==> config.mk <==
export PLATFORM = sky130hd
export DESIGN_NAME = seq_detector
export DESIGN_NICKNAME = d
export VERILOG_FILES = /design/src/rtl/seq_det_pkg.sv /design/src/rtl/seq_det_counter.sv /design/src/rtl/seq_detector.sv
export SDC_FILE = /design/constraint.sdc
export NUM_CORES = 1
export LEC_CHECK = 0
export ABC_AREA = 1
export ABC_CLOCK_PERIOD_IN_PS = 1300
export CAP_MARGIN = 20
export CORE_AREA = 2 2 39 41
export DETAILED_ROUTE_END_ITERATION = 12
export DIE_AREA = 0 0 41 43
export GPL_ROUTABILITY_DRIVEN = 1
export HOLD_SLACK_MARGIN = 0.15
export PLACE_DENSITY = 0.3
export SETUP_SLACK_MARGIN = 0.4
export SLEW_MARGIN = 10
export SYNTH_ARGS = -nofsm -noshare
export SYNTH_HDL_FRONTEND = slang
export SYNTH_SLANG_ARGS = --single-unit
export TNS_END_PERCENT = 30
==> constraint.sdc <==
create_clock -name clock -period 1.3 [get_ports clock]
set_input_delay 0.195 -clock clock [delete_from_list [all_inputs] [get_ports clock]]
set_output_delay 0.195 -clock clock [all_outputs]
set_load 0.01 [all_outputs]
==> src/rtl/seq_det_pkg.sv <==
// Shared constants and elaboration-time helpers for the serial pattern detector:
// state width, default pattern, and the KMP fallback / next-state table builders.
package seq_det_pkg;

  localparam logic [3:0] DEFAULT_PATTERN = 4'b1011;

  function automatic int state_w(input int len);
    return $clog2(len + 1);
  endfunction

  // Pattern bit i in arrival order is pat[len-1-i]; both helpers index that way.
  // F(k): longest proper prefix of the first k pattern bits that is also their suffix.
  function automatic int fail_of(input logic [15:0] pat, input int len, input int k);
    int  best;
    logic ok;
    best = 0;
    for (int l = 1; l < k; l++) begin
      ok = 1'b1;
      for (int j = 0; j < l; j++) begin
        if (pat[len-1-j] != pat[len-1-(k-l+j)]) ok = 1'b0;
      end
      if (ok) best = l;
    end
    return best;
  endfunction

  // Longest pattern prefix (shorter than len) that ends the history "first s bits, then b".
  function automatic int next_of(input logic [15:0] pat, input int len, input int s,
                                 input logic b);
    int   best;
    logic ok;
    logic t;
    best = 0;
    for (int l = 1; (l <= s + 1) && (l < len); l++) begin
      ok = 1'b1;
      for (int j = 0; j < l; j++) begin
        t = ((s + 1 - l + j) < s) ? pat[len-1-(s+1-l+j)] : b;
        if (pat[len-1-j] != t) ok = 1'b0;
      end
      if (ok) best = l;
    end
    return best;
  endfunction

endpackage

==> src/rtl/seq_det_counter.sv <==
// Saturating, synchronously clearable match counter used by seq_detector.
module seq_det_counter #(
  parameter int CNT_W = 8
) (
  input  logic             clock,
  input  logic             reset_b,
  input  logic             inc,
  input  logic             clr,
  output logic [CNT_W-1:0] count
);

  // Clear beats a simultaneous increment.
  always_ff @(posedge clock) begin
    if (!reset_b) begin
      count <= '0;
    end else if (clr) begin
      count <= '0;
    end else if (inc && (count != {CNT_W{1'b1}})) begin
      count <= count + 1'b1;
    end
  end

endmodule

==> src/rtl/seq_detector.sv <==
// Serial LEN-bit pattern detector with KMP fallback and run-time overlap select.
// Define SEQ_DET_COUNT_EN to add count_clr / match_count and the saturating counter.
module seq_detector
  import seq_det_pkg::*;
#(
  parameter int             LEN     = 4,
  parameter logic [LEN-1:0] PATTERN = LEN'(DEFAULT_PATTERN),
  parameter int             CNT_W   = 8
) (
  input  logic                      clock,
  input  logic                      reset_b,
  input  logic                      en,
  input  logic                      in_bit,
  input  logic                      overlap,
`ifdef SEQ_DET_COUNT_EN
  input  logic                      count_clr,
  output logic [CNT_W-1:0]          match_count,
`endif
  output logic                      match,
  output logic [state_w(LEN)-1:0]   state_dbg
);

  localparam int SW    = state_w(LEN);
  localparam int F_LEN = fail_of(16'(PATTERN), LEN, LEN);

  logic [SW-1:0] state_q, state_d;
  logic          match_d;
  logic          hit;
  logic [SW-1:0] nxt_tab [2**SW][2];

  // Constant transition table; rows past LEN-1 are unreachable and tied to 0.
  for (genvar s = 0; s < 2**SW; s++) begin : g_row
    for (genvar b = 0; b < 2; b++) begin : g_col
      if (s < LEN) begin : g_valid
        assign nxt_tab[s][b] = SW'(next_of(16'(PATTERN), LEN, s, 1'(b)));
      end else begin : g_unused
        assign nxt_tab[s][b] = '0;
      end
    end
  end

  // en qualifies in_bit each cycle; there is no backpressure, a sample with en=0 is ignored.
  assign hit = (state_q == SW'(LEN - 1)) && (in_bit == PATTERN[0]);

  always_comb begin
    state_d = state_q;
    match_d = 1'b0;
    if (en) begin
      if (hit) begin
        match_d = 1'b1;
        state_d = overlap ? SW'(F_LEN) : '0;
      end else begin
        state_d = nxt_tab[state_q][in_bit];
      end
    end
  end

  always_ff @(posedge clock) begin
    if (!reset_b) begin
      state_q <= '0;
      match   <= 1'b0;
    end else begin
      state_q <= state_d;
      match   <= match_d;
    end
  end

  assign state_dbg = state_q;

`ifdef SEQ_DET_COUNT_EN
  seq_det_counter #(.CNT_W(CNT_W)) u_counter (
    .clock   (clock),
    .reset_b (reset_b),
    .inc     (match_d),
    .clr     (count_clr),
    .count   (match_count)
  );
`endif

endmodule

After elaboration in Yosys (flattened, before gate mapping). Memory sizes are Yosys's and may differ from the RTL's. Index checks and enable logic that the tools add are counted.

ROM bits: 48. Bits in registers: 4. Logic and storage cells: 18. Memories: 1.

Reduce and logical (&&, ||, !) cells: 2. Muxes and demuxes: 8. Magnitude comparators: 2. Bitwise gates (word level): 2. Eq/ne operators: 1.

Memories: (no name shown) (words 8, bits a word 6, read ports 1, clocked after Yosys merged registers in 0, write ports 0, RTL line seq_detector.sv:53) `state_d = nxt_tab[state_q][in_bit];`.

Operators with widths (number): two-way mux 3 bit (4); two-way mux 6 bit (2); greater-or-equal comparator 4 bit (second input constant) (1); inverter 3 -> 4 bit (1); equality test 3 x 2 -> 1 bit (second input constant) (1); greater-or-equal comparator 2 bit (second input constant) (1); two-way mux 1 bit (2); inverter 1 -> 2 bit (1); AND reduction 2 bit (1); logical AND 1 bit (1).

Logic depth before layout (Yosys ltp). Gate-level depths: netlist of run 1.

Depth in word-level cells: 8. Gate-level depth with buffers: 4. Depth with buffers taken out: 4.

Worst setup path after synthesis of run 1. No wires, ideal clock.

Path type: register to register. Start: reg state_q[0] (netlist: state_dbg[0]). End: reg state_q[0] (netlist: state_dbg[0]). Arrival: 0.622 ns. Buffers on the path: 0. Setup slack: 0.561 ns. Cell stages (with the launch flop): 4. Data required time: 1.183 ns. Cells stage by stage: dfxtp_1 > nand2_1 > nor2_1 > o21ai_1.

Longest elaborated chain between the ends: 8. Elaborated cells on any way between the ends: 10. Classes of those cells: eq/ne: 1; mux: 6; bitwise: 1; reduce/logical: 1; memory: 1.

RTL lines: start: declaration (RTL line seq_detector.sv:26) `logic [SW-1:0] state_q, state_d;`; start signal: assignment (RTL line seq_detector.sv:63) `state_q <= state_d;`; inverter 3 -> 4 bit (implied by the code) (RTL line seq_detector.sv:53); memory (8 x 6 bit); two-way mux 6 bit (implied by the code) (2 in series) (RTL line seq_detector.sv:53); two-way mux 3 bit (implied by the code) (3 in series) (RTL line seq_detector.sv:53); two-way mux 3 bit * (RTL line seq_detector.sv:49) `if (hit) begin`.

Every way passes the cells marked *; elsewhere a longest branch is shown, timed or not. The select of a mux whose other input is x is not followed. A chain may end at the register's enable or synchronous reset.

Worst setup path in the final report of run 1.
Start: reg state_q[0] (netlist: state_dbg[0]). End: out state_dbg[0].

RTL lines: end: declaration (RTL line seq_detector.sv:20) `output logic [state_w(LEN)-1:0] state_dbg`.

No word-level cell between the ends.

==> metrics.txt, run 1 <==
VDD IR-drop max about 0.14 mV; GPL Wtd Cong 0.525; Post-Syn Area 130 um2; Pwr Total just under 300 uW; fin. max-slew vios 0; Avg WL per Cell between 7 and 8 um; Lkg Pwr between 0.00009 and 0.0001 uW; Top delay family on crit path flip-flops; chip height 43 um; Sequential Power Share 0.340; Worst Hold Class reg -> reg; count of flip-flops with a built-in enable after synthesis 0; worst endpoint required time about 1100 ps; fmax 1110 MHz; via count 140; Area contributors post-synth dfxtp_1, nand3_1, nand2_1, buf_4, inv_1; RSZ-0062 raised after global routing yes; Port Buffers 7; total of max-cap violations 0; remaining antenna violation count 0; Yosys cell types 10; final std cells w/o fill 44; # IOs 9; final setup fails 0; Reg clk slew, reported paths about 40 ps; flops & latches, synth 3; Iter 0 DRT Violations 0; area share of the largest cell type after synthesis 0.462; clk buf depth 2; initial antenna violation count 0; Comb pwr share 0.093; final hold vios 0; largest net degree at the start of global routing 6; GRT Residual Overflow 0; Yosys warnings 0; syn nets 23; critical path class reg -> out; Clock Skew about 0.88 ps; placed cell count 40; CTS tree yes; Final Cycle Share 0.695; Area Overhead vs Synth 74.0%; layout cells sized above 1 0.286; critical path endpoint category output port; H-Tree Level Count 1; Placed Instance Area 213 um2; drt via density roughly 3.2; Die Wd 41 um; slowest cell on the critical path dfxtp_2; final worst setup slack between 300 and 400 ps; pwr dens ~1300 nW/um2; Post-Route WL 326 um; sequential area share after synthesis 0.462; Worst Setup Start Kind flop; Filler Cell Count 162; CTS Hold Bufs 0; root buffer cell clkbuf_4; Synth area leader dfxtp_1; Top FF cell, synth dfxtp_1; Place WS 187 ps; Sink Count 3; CP bufs+invs 1; CP max FO 5; NetSw approximately 62 uW; top cells by count, synth dfxtp_1, nand2_1, nand3_1, inv_1, nor2_1; core area between 1000 and 1500 um2; Post-Synthesis Cells 18; starting density of the core 0.0940; Post-Syn Area per Cell 7.23 um2; Layout Nets 34; internal power between 200 and 250 uW; Clock Power Share 0.566; Post-synth ARST share 0; cts bufs inserted 3; Sw Ratio 0.216; critical path arrival 710 ps; # rows 14; status finished, final reports clean; Diodes inserted 0; Post-route DRC 0; slowest stage delay, CP approximately 340 ps; Die ar. about 1800 um2; first-pass GRT wire length approximately 480 um; worst path cell trace buf_2; setup TNS 0 ps; clock latency on the worst-skew pair 230 ps; all-layer global routing usage 0.0450; post-route design area approximately 230 um2; Tmin final about 900 ps; Pre-antenna DRT Iters 1; vias in the first global route 130
==> per-layer routing <==
layer,track usage,routed length (um),part of all wire,vias up
met4,0.0600,0,0,0
met3,0.0157,50,0.15,0
met1,0.0573,148,0.45,57
met5,0,0,0,-
met2,0.0469,127,0.39,8
li1,-,-,-,75
==> registers in the layout, indices dropped and copies added (netlist names) <==
| register | flops |
|---|---|
| match | 1 |
| state_dbg | 2 |
==> cells in the final DEF (no fill, tap or decap), drive strengths merged <==
cell / netlist / routed
a21oi: 1 / 1
buf: 1 / 2
clkbuf: 0 / 5
clkdlybuf4s50: 0 / 4
conb: 1 / 1
dfxtp: 3 / 3
inv: 2 / 2
nand2: 3 / 3
nand3: 3 / 3
nand3b: 1 / 1
nor2: 2 / 2
o21ai: 1 / 1
==> worst paths after layout <==
kind | startpoint | endpoint | slack [ps] | depth (start not counted)
worst max-delay path | state_dbg[0] | state_dbg[0] | 400 | 1
worst min-delay path | state_dbg[1] | state_dbg[1] | 480 | 2
worst max register to register | state_dbg[0] | state_dbg[0] | 630 | 3
worst min register to register | state_dbg[1] | state_dbg[1] | 480 | 2
==> power by group through the flow <==
stage / combinational, uW / clock (uW) / sequential (uW)
final: 27.0 / 163 / 98.2
after global routing: 30.4 / 175 / 98.5
after CTS: 27.4 / 173 / 98.1
after detailed placement: 29.5 / 0 / 99.1
after global placement: 29.4 / 0 / 99.0
after floorplan: 9.59 / 0 / 100
==> layout make-up <==
type                            instances  area (um2)  share of cell area
Multi-Input combinational cell         12        55.1               0.243
Sequential cell                         3        62.6               0.276
Clock buffer                            4        26.3               0.116
Tap cell                               16        20.0              0.0884
Timing Repair Buffer                    7        55.1               0.243
Inverter                                2        7.51              0.0331
==> metrics by stage <==
| step | hold WS (ps) | utilization |
|---|---|---|
| after floorplan | 304 | - |
| after global placement | 487 | 0.154 |
| after detailed placement | 491 | 0.154 |
| after CTS | 482 | 0.167 |
| after global routing | 503 | 0.164 |
| final | 482 | 0.164 |
==> kinds of logic after synthesis <==
logic type	after synthesis	share of synthesized area
compound gates	2	0.0768
buf+inv	3	0.115
flops	3	0.462
other cells	1	0.0288
simple gates	9	0.317
==> what timing repair did <==
action	in CTS	in global routing
endpoints found under the setup margin	3	4
hold endpoints to repair	0	0
resized for setup	12	1
buffers inserted	0	0
(Power assumes the default switching activity.)
==> run 2: changes to the inputs <==
--- a/config.mk
+++ b/config.mk
@@ -6,7 +6,7 @@
 export NUM_CORES = 1
 export LEC_CHECK = 0
 export ABC_AREA = 1
-export ABC_CLOCK_PERIOD_IN_PS = 1300
+export ABC_CLOCK_PERIOD_IN_PS = 900
 export CAP_MARGIN = 20
 export CORE_AREA = 2 2 39 41
 export DETAILED_ROUTE_END_ITERATION = 12
==> constraint.sdc (replaced) <==
create_clock -name clock -period 0.9 [get_ports clock]
set_input_delay 0.135 -clock clock [delete_from_list [all_inputs] [get_ports clock]]
set_output_delay 0.135 -clock clock [all_outputs]
set_load 0.01 [all_outputs]
==> metrics.txt, run 2 (synthesized netlist as in run 1, its figures left out) <==
slowest stage delay, CP 330 ps (was 340 ps); Post-Route WL 332 um (was 326 um); GRT Residual Overflow 0 (unchanged); Avg WL per Cell 7.22 um (was 7.41 um); critical path arrival 670 ps (was 710 ps); starting density of the core 0.0940 (unchanged); Iter 0 DRT Violations 6 (was 0); # IOs 9 (unchanged); most frequent cells in the layout clkdlybuf4s50_1, nand2_1, nand3_1, clkbuf_4 (unchanged); worst path cell trace buf_6 (was buf_2); Multi-input gate area 55.1 um2 (unchanged); reg2reg start state_dbg[0] (unchanged); Place WS -98.0 ps (was 187 ps); Tmin final between 800 and 900 ps; H-Tree Level Count 1 (unchanged); slowest cell on the critical path dfxtp_4 (was dfxtp_2); clock latency on the worst-skew pair 240 ps (was 230 ps); via count 146 (was 140); total of max-cap violations 0 (unchanged); Worst Hold Class in -> reg (was reg -> reg); Sequential cell area 65.1 um2 (was 62.6 um2); Layout Nets 36 (was 34); critical path class reg -> out (unchanged); Pre-antenna DRT Iters 4 (was 1); Port Buffers 7 (unchanged); vias in the first global route 114 (was 130); Setup crit start state_dbg[0] (unchanged); Sink Count 3 (unchanged); CP bufs+invs 1 (unchanged); Area Overhead vs Synth 97.1% (was 74.0%); most common cell after layout, fill and taps aside clkdlybuf4s50_1 (unchanged); first-pass GRT wire length 462 um (was 476 um); Final Cycle Share 0.899; drt via density 3.17 (was 3.18); largest net degree at the start of global routing 6 (unchanged); status finished, final reports clean (unchanged); Lkg Pwr 0.000111 uW (was 0.0000977 uW); fin. max-slew vios 0 (unchanged); VDD IR-drop max 0.286 mV (was 0.144 mV); Die Wd 41 um (unchanged); clk buf depth 2 (unchanged); setup repair bufs after CTS 0 (unchanged); Clock Skew 9.69 ps (was 0.884 ps); max reg flops 2 (unchanged); root buffer cell clkbuf_4 (unchanged); RSZ-0062 raised after global routing yes (unchanged); worst endpoint required time 760 ps (was 1110 ps); final worst setup slack 91.1 ps (was 396 ps); # rows 14 (unchanged); all-layer global routing usage 0.0490 (was 0.0450); CTS tree yes (unchanged); initial antenna violation count 0 (unchanged); Hold WS 474 ps (was 482 ps); Post-route DRC 0 (unchanged); Top delay family on crit path flip-flops (unchanged); setup TNS 0 ps (unchanged); Filler Cell Count 160 (was 162); pwr dens 1690 nW/um2 (was 1270 nW/um2); CP max FO 2 (was 5); cts bufs inserted 3 (unchanged); final hold vios 0 (unchanged); final setup fails 0 (unchanged); Worst Setup Start Kind flop (unchanged); remaining antenna violation count 0 (unchanged); fmax roughly 1200 MHz; chip height 43 um (unchanged); GPL Wtd Cong 0.570 (was 0.525); core area 1380 um2 (unchanged); Die ar. 1760 um2 (unchanged); Reg clk slew, reported paths 40 ps (about the same); Diodes inserted 0 (unchanged); layout cells sized above 1 0.333 (was 0.286); HP Start reset_b (was state_dbg[1]); critical path endpoint category output port (unchanged); post-DP HPWL about 240 um
run 2: worst paths after layout:
check / slack [ps] / cells past startpoint / to
hold / removal: 470 / 3 / state_dbg[1]
setup reg to reg: 120 / 4 / state_dbg[0]
setup / recovery: 90 / 1 / state_dbg[0]
hold reg to reg: 600 / 3 / state_dbg[1]
run 2: stage by stage:
| step | cells | util | total power (uW) | area, um2 |
|---|---|---|---|---|
| after floorplan | 18 | - | 158 | 135 |
| after global placement | 42 | 0.168 | 189 | 233 |
| after detailed placement | 42 | 0.168 | 189 | 233 |
| after CTS | 46 | 0.185 | 449 | 256 |
| after global routing | 46 | 0.185 | 467 | 256 |
| final | 46 | 0.185 | 434 | 256 |
run 2: where the power goes:
| group | internal (uW) | switching [uW] |
|---|---|---|
| clock | 167 | 78.8 |
| sequential | 136 | 2.48 |
| combinational | 30.6 | 18.9 |
| total | 334 | 100 |
run 2: cell type report:
type                       count  share of cell area
timing repair buffer           9               0.322
sequential                     3               0.254
multi-input combinational     12               0.215
clock buffer                   4               0.102
tap                           16              0.0780
inverter                       2              0.0293
run 2: repair_timing:
action / in CTS / in global routing
resized for setup: 14 / 0
hold buffers: 0 / 0
pin swaps: 0 / 0
endpoints found under the setup margin: 6 / 6
run 2: per-layer routing:
metal	routed length, um	vias to the layer above	track usage
met5	0	-	0
met4	0	0	0.0800
met3	66	0	0.0524
met2	115	10	0.0250
met1	150	58	0.0605
li1	-	78	-
==> run 3: changes to the inputs <==
--- a/config.mk
+++ b/config.mk
@@ -12,6 +12,7 @@
 export DETAILED_ROUTE_END_ITERATION = 12
 export DIE_AREA = 0 0 41 43
 export GPL_ROUTABILITY_DRIVEN = 1
+export GPL_TIMING_DRIVEN = 0
 export HOLD_SLACK_MARGIN = 0.15
 export PLACE_DENSITY = 0.3
 export SETUP_SLACK_MARGIN = 0.4
==> metrics.txt, run 3 (synthesized netlist as in run 1, its figures left out) <==
status finished, final reports clean (unchanged); HP Start state_dbg[1] (was reset_b); total of max-cap violations 0 (unchanged); reg2reg start state_dbg[0] (unchanged); Clock Skew 2.07 ps (was 9.69 ps); R2R depth 4 (unchanged); Die ar. 1760 um2 (unchanged); Final Cycle Share 0.904 (was 0.899); Die Wd 41 um (unchanged); GPL Wtd Cong 0.540 (was 0.570); Worst Setup Start Kind flop (unchanged); drt via density 3.26 (was 3.17); pwr dens 1680 nW/um2 (was 1690 nW/um2); chip height 43 um (unchanged); H-Tree Level Count 1 (unchanged); largest net degree at the start of global routing 6 (unchanged); remaining antenna violation count 0 (unchanged); Port Buffers 7 (unchanged); Worst Hold Class reg -> reg (was in -> reg); critical path arrival 680 ps (was 670 ps); Lkg Pwr 0.000111 uW (about the same); starting density of the core 0.0940 (unchanged); most common cell after layout, fill and taps aside clkdlybuf4s50_1 (unchanged); Top delay family on crit path flip-flops (unchanged); Iter 0 DRT Violations 1 (was 6); CTS Hold Bufs 0 (unchanged); clock latency on the worst-skew pair 230 ps (was 240 ps); layout cells sized above 1 0.333 (unchanged); Pwr Total 430 uW (was 434 uW); # IOs 9 (unchanged); core area 1380 um2 (unchanged); VDD IR-drop max 0.954 mV (was 0.286 mV); Layout Nets 36 (unchanged); Placed Instance Area 225 um2 (was 233 um2); Area Overhead vs Synth 97.1% (unchanged); slowest cell on the critical path dfxtp_4 (unchanged); fmax 1230 MHz (was 1240 MHz); post-route design area 256 um2 (unchanged); Post-Route WL 312 um (was 332 um); all-layer global routing usage 0.0491 (was 0.0490); Avg WL per Cell 6.78 um (was 7.22 um); fin. max-slew vios 0 (unchanged); worst endpoint required time 760 ps (about the same); Reg clk slew, reported paths 40 ps (about the same); first-pass GRT wire length 476 um (was 462 um); Sink Count 3 (unchanged); initial antenna violation count 0 (unchanged); CTS tree yes (unchanged); max reg flops 2 (unchanged); root buffer cell clkbuf_4 (unchanged); Pre-antenna DRT Iters 2 (was 4); cts bufs inserted 3 (unchanged); GRT Residual Overflow 0 (unchanged); RSZ-0062 raised after global routing yes (unchanged); Tmin final 814 ps (was 809 ps); clk buf depth 2 (unchanged); vias in the first global route 106 (was 114); final hold vios 0 (unchanged); CP max FO 2 (unchanged); Hold WS 485 ps (was 474 ps); final setup fails 0 (unchanged); flop2flop setup slack 130 ps (was 120 ps); worst path cell trace buf_6 (unchanged); critical path endpoint category output port (unchanged); hold path endpoint state_dbg[1] (unchanged); most frequent cells in the layout clkdlybuf4s50_1, nand2_1, nand3_1, clkbuf_4 (unchanged); slowest stage delay, CP 330 ps (about the same); Worst Hold Depth 2 (was 3); Post-route DRC 0 (unchanged); Filler Cell Count 161 (was 160); CP bufs+invs 1 (unchanged); Diodes inserted 0 (unchanged); # rows 14 (unchanged); critical path class reg -> out (unchanged); via count 150 (was 146); reg2reg end state_dbg[1] (was state_dbg[0])
run 3: cell counts in the layout (fill, tap and decap cells not counted):
Identical to the previous run, type by type.
run 3: power breakdown:
part           internal [uW]  switching (uW)  total (uW)
logic                   32.2            19.0        51.3
clock network            166            73.5         240
registers                137            2.70         139
total                    335            95.3         430
run 3: per-layer routing:
| metal | track usage | wire (um) | vias up | part of all wire |
|---|---|---|---|---|
| li1 | - | - | 79 | - |
| met1 | 0.0673 | 158 | 60 | 0.51 |
| met2 | 0.0313 | 83 | 11 | 0.27 |
| met3 | 0.0942 | 69 | 0 | 0.22 |
| met4 | 0 | 0 | 0 | 0 |
| met5 | 0 | 0 | - | 0 |
run 3: what timing repair did:
item | CTS | global route
gates cloned | 0 | 0
setup endpoints to repair | 6 | 6
resized for setup | 14 | 0
buffers inserted | 1 | 0
run 3: area by class of cell:
cell class                      count  area [um2]  area share
Clock buffer                        4        26.3       0.102
Inverter                            2        7.51      0.0293
Timing Repair Buffer                8        75.1       0.293
Tap cell                           16        20.0      0.0780
Multi-Input combinational cell     12        55.1       0.215
Buffer                              1        7.51      0.0293
Sequential cell                     3        65.1       0.254
run 3: how the worst max path moves through the flow:
| stage | slack, ps | end | from | cells past startpoint |
|---|---|---|---|---|
| floorplan | 240 | state_dbg[0] | state_dbg[0] | 3 |
| global placement | -110 | state_dbg[0] | state_dbg[0] | 1 |
| detailed placement | -110 | state_dbg[0] | state_dbg[0] | 1 |
| CTS | 80 | state_dbg[0] | state_dbg[0] | 1 |
| global route | 50 | state_dbg[1] | state_dbg[1] | 1 |
| finish | 90 | state_dbg[0] | state_dbg[0] | 1 |
run 3: through the flow:
stage / worst slack, ps / setup TNS [ps] / utilization / instances
6_report: 86.3 / 0 / 0.185 / 46
3_3_place_gp: -110 / -457 / 0.163 / 41
5_1_grt: 47.1 / 0 / 0.185 / 46
4_1_cts: 76.4 / 0 / 0.185 / 46
3_5_place_dp: -108 / -453 / 0.163 / 41
2_1_floorplan: 242 / 0 / - / 18
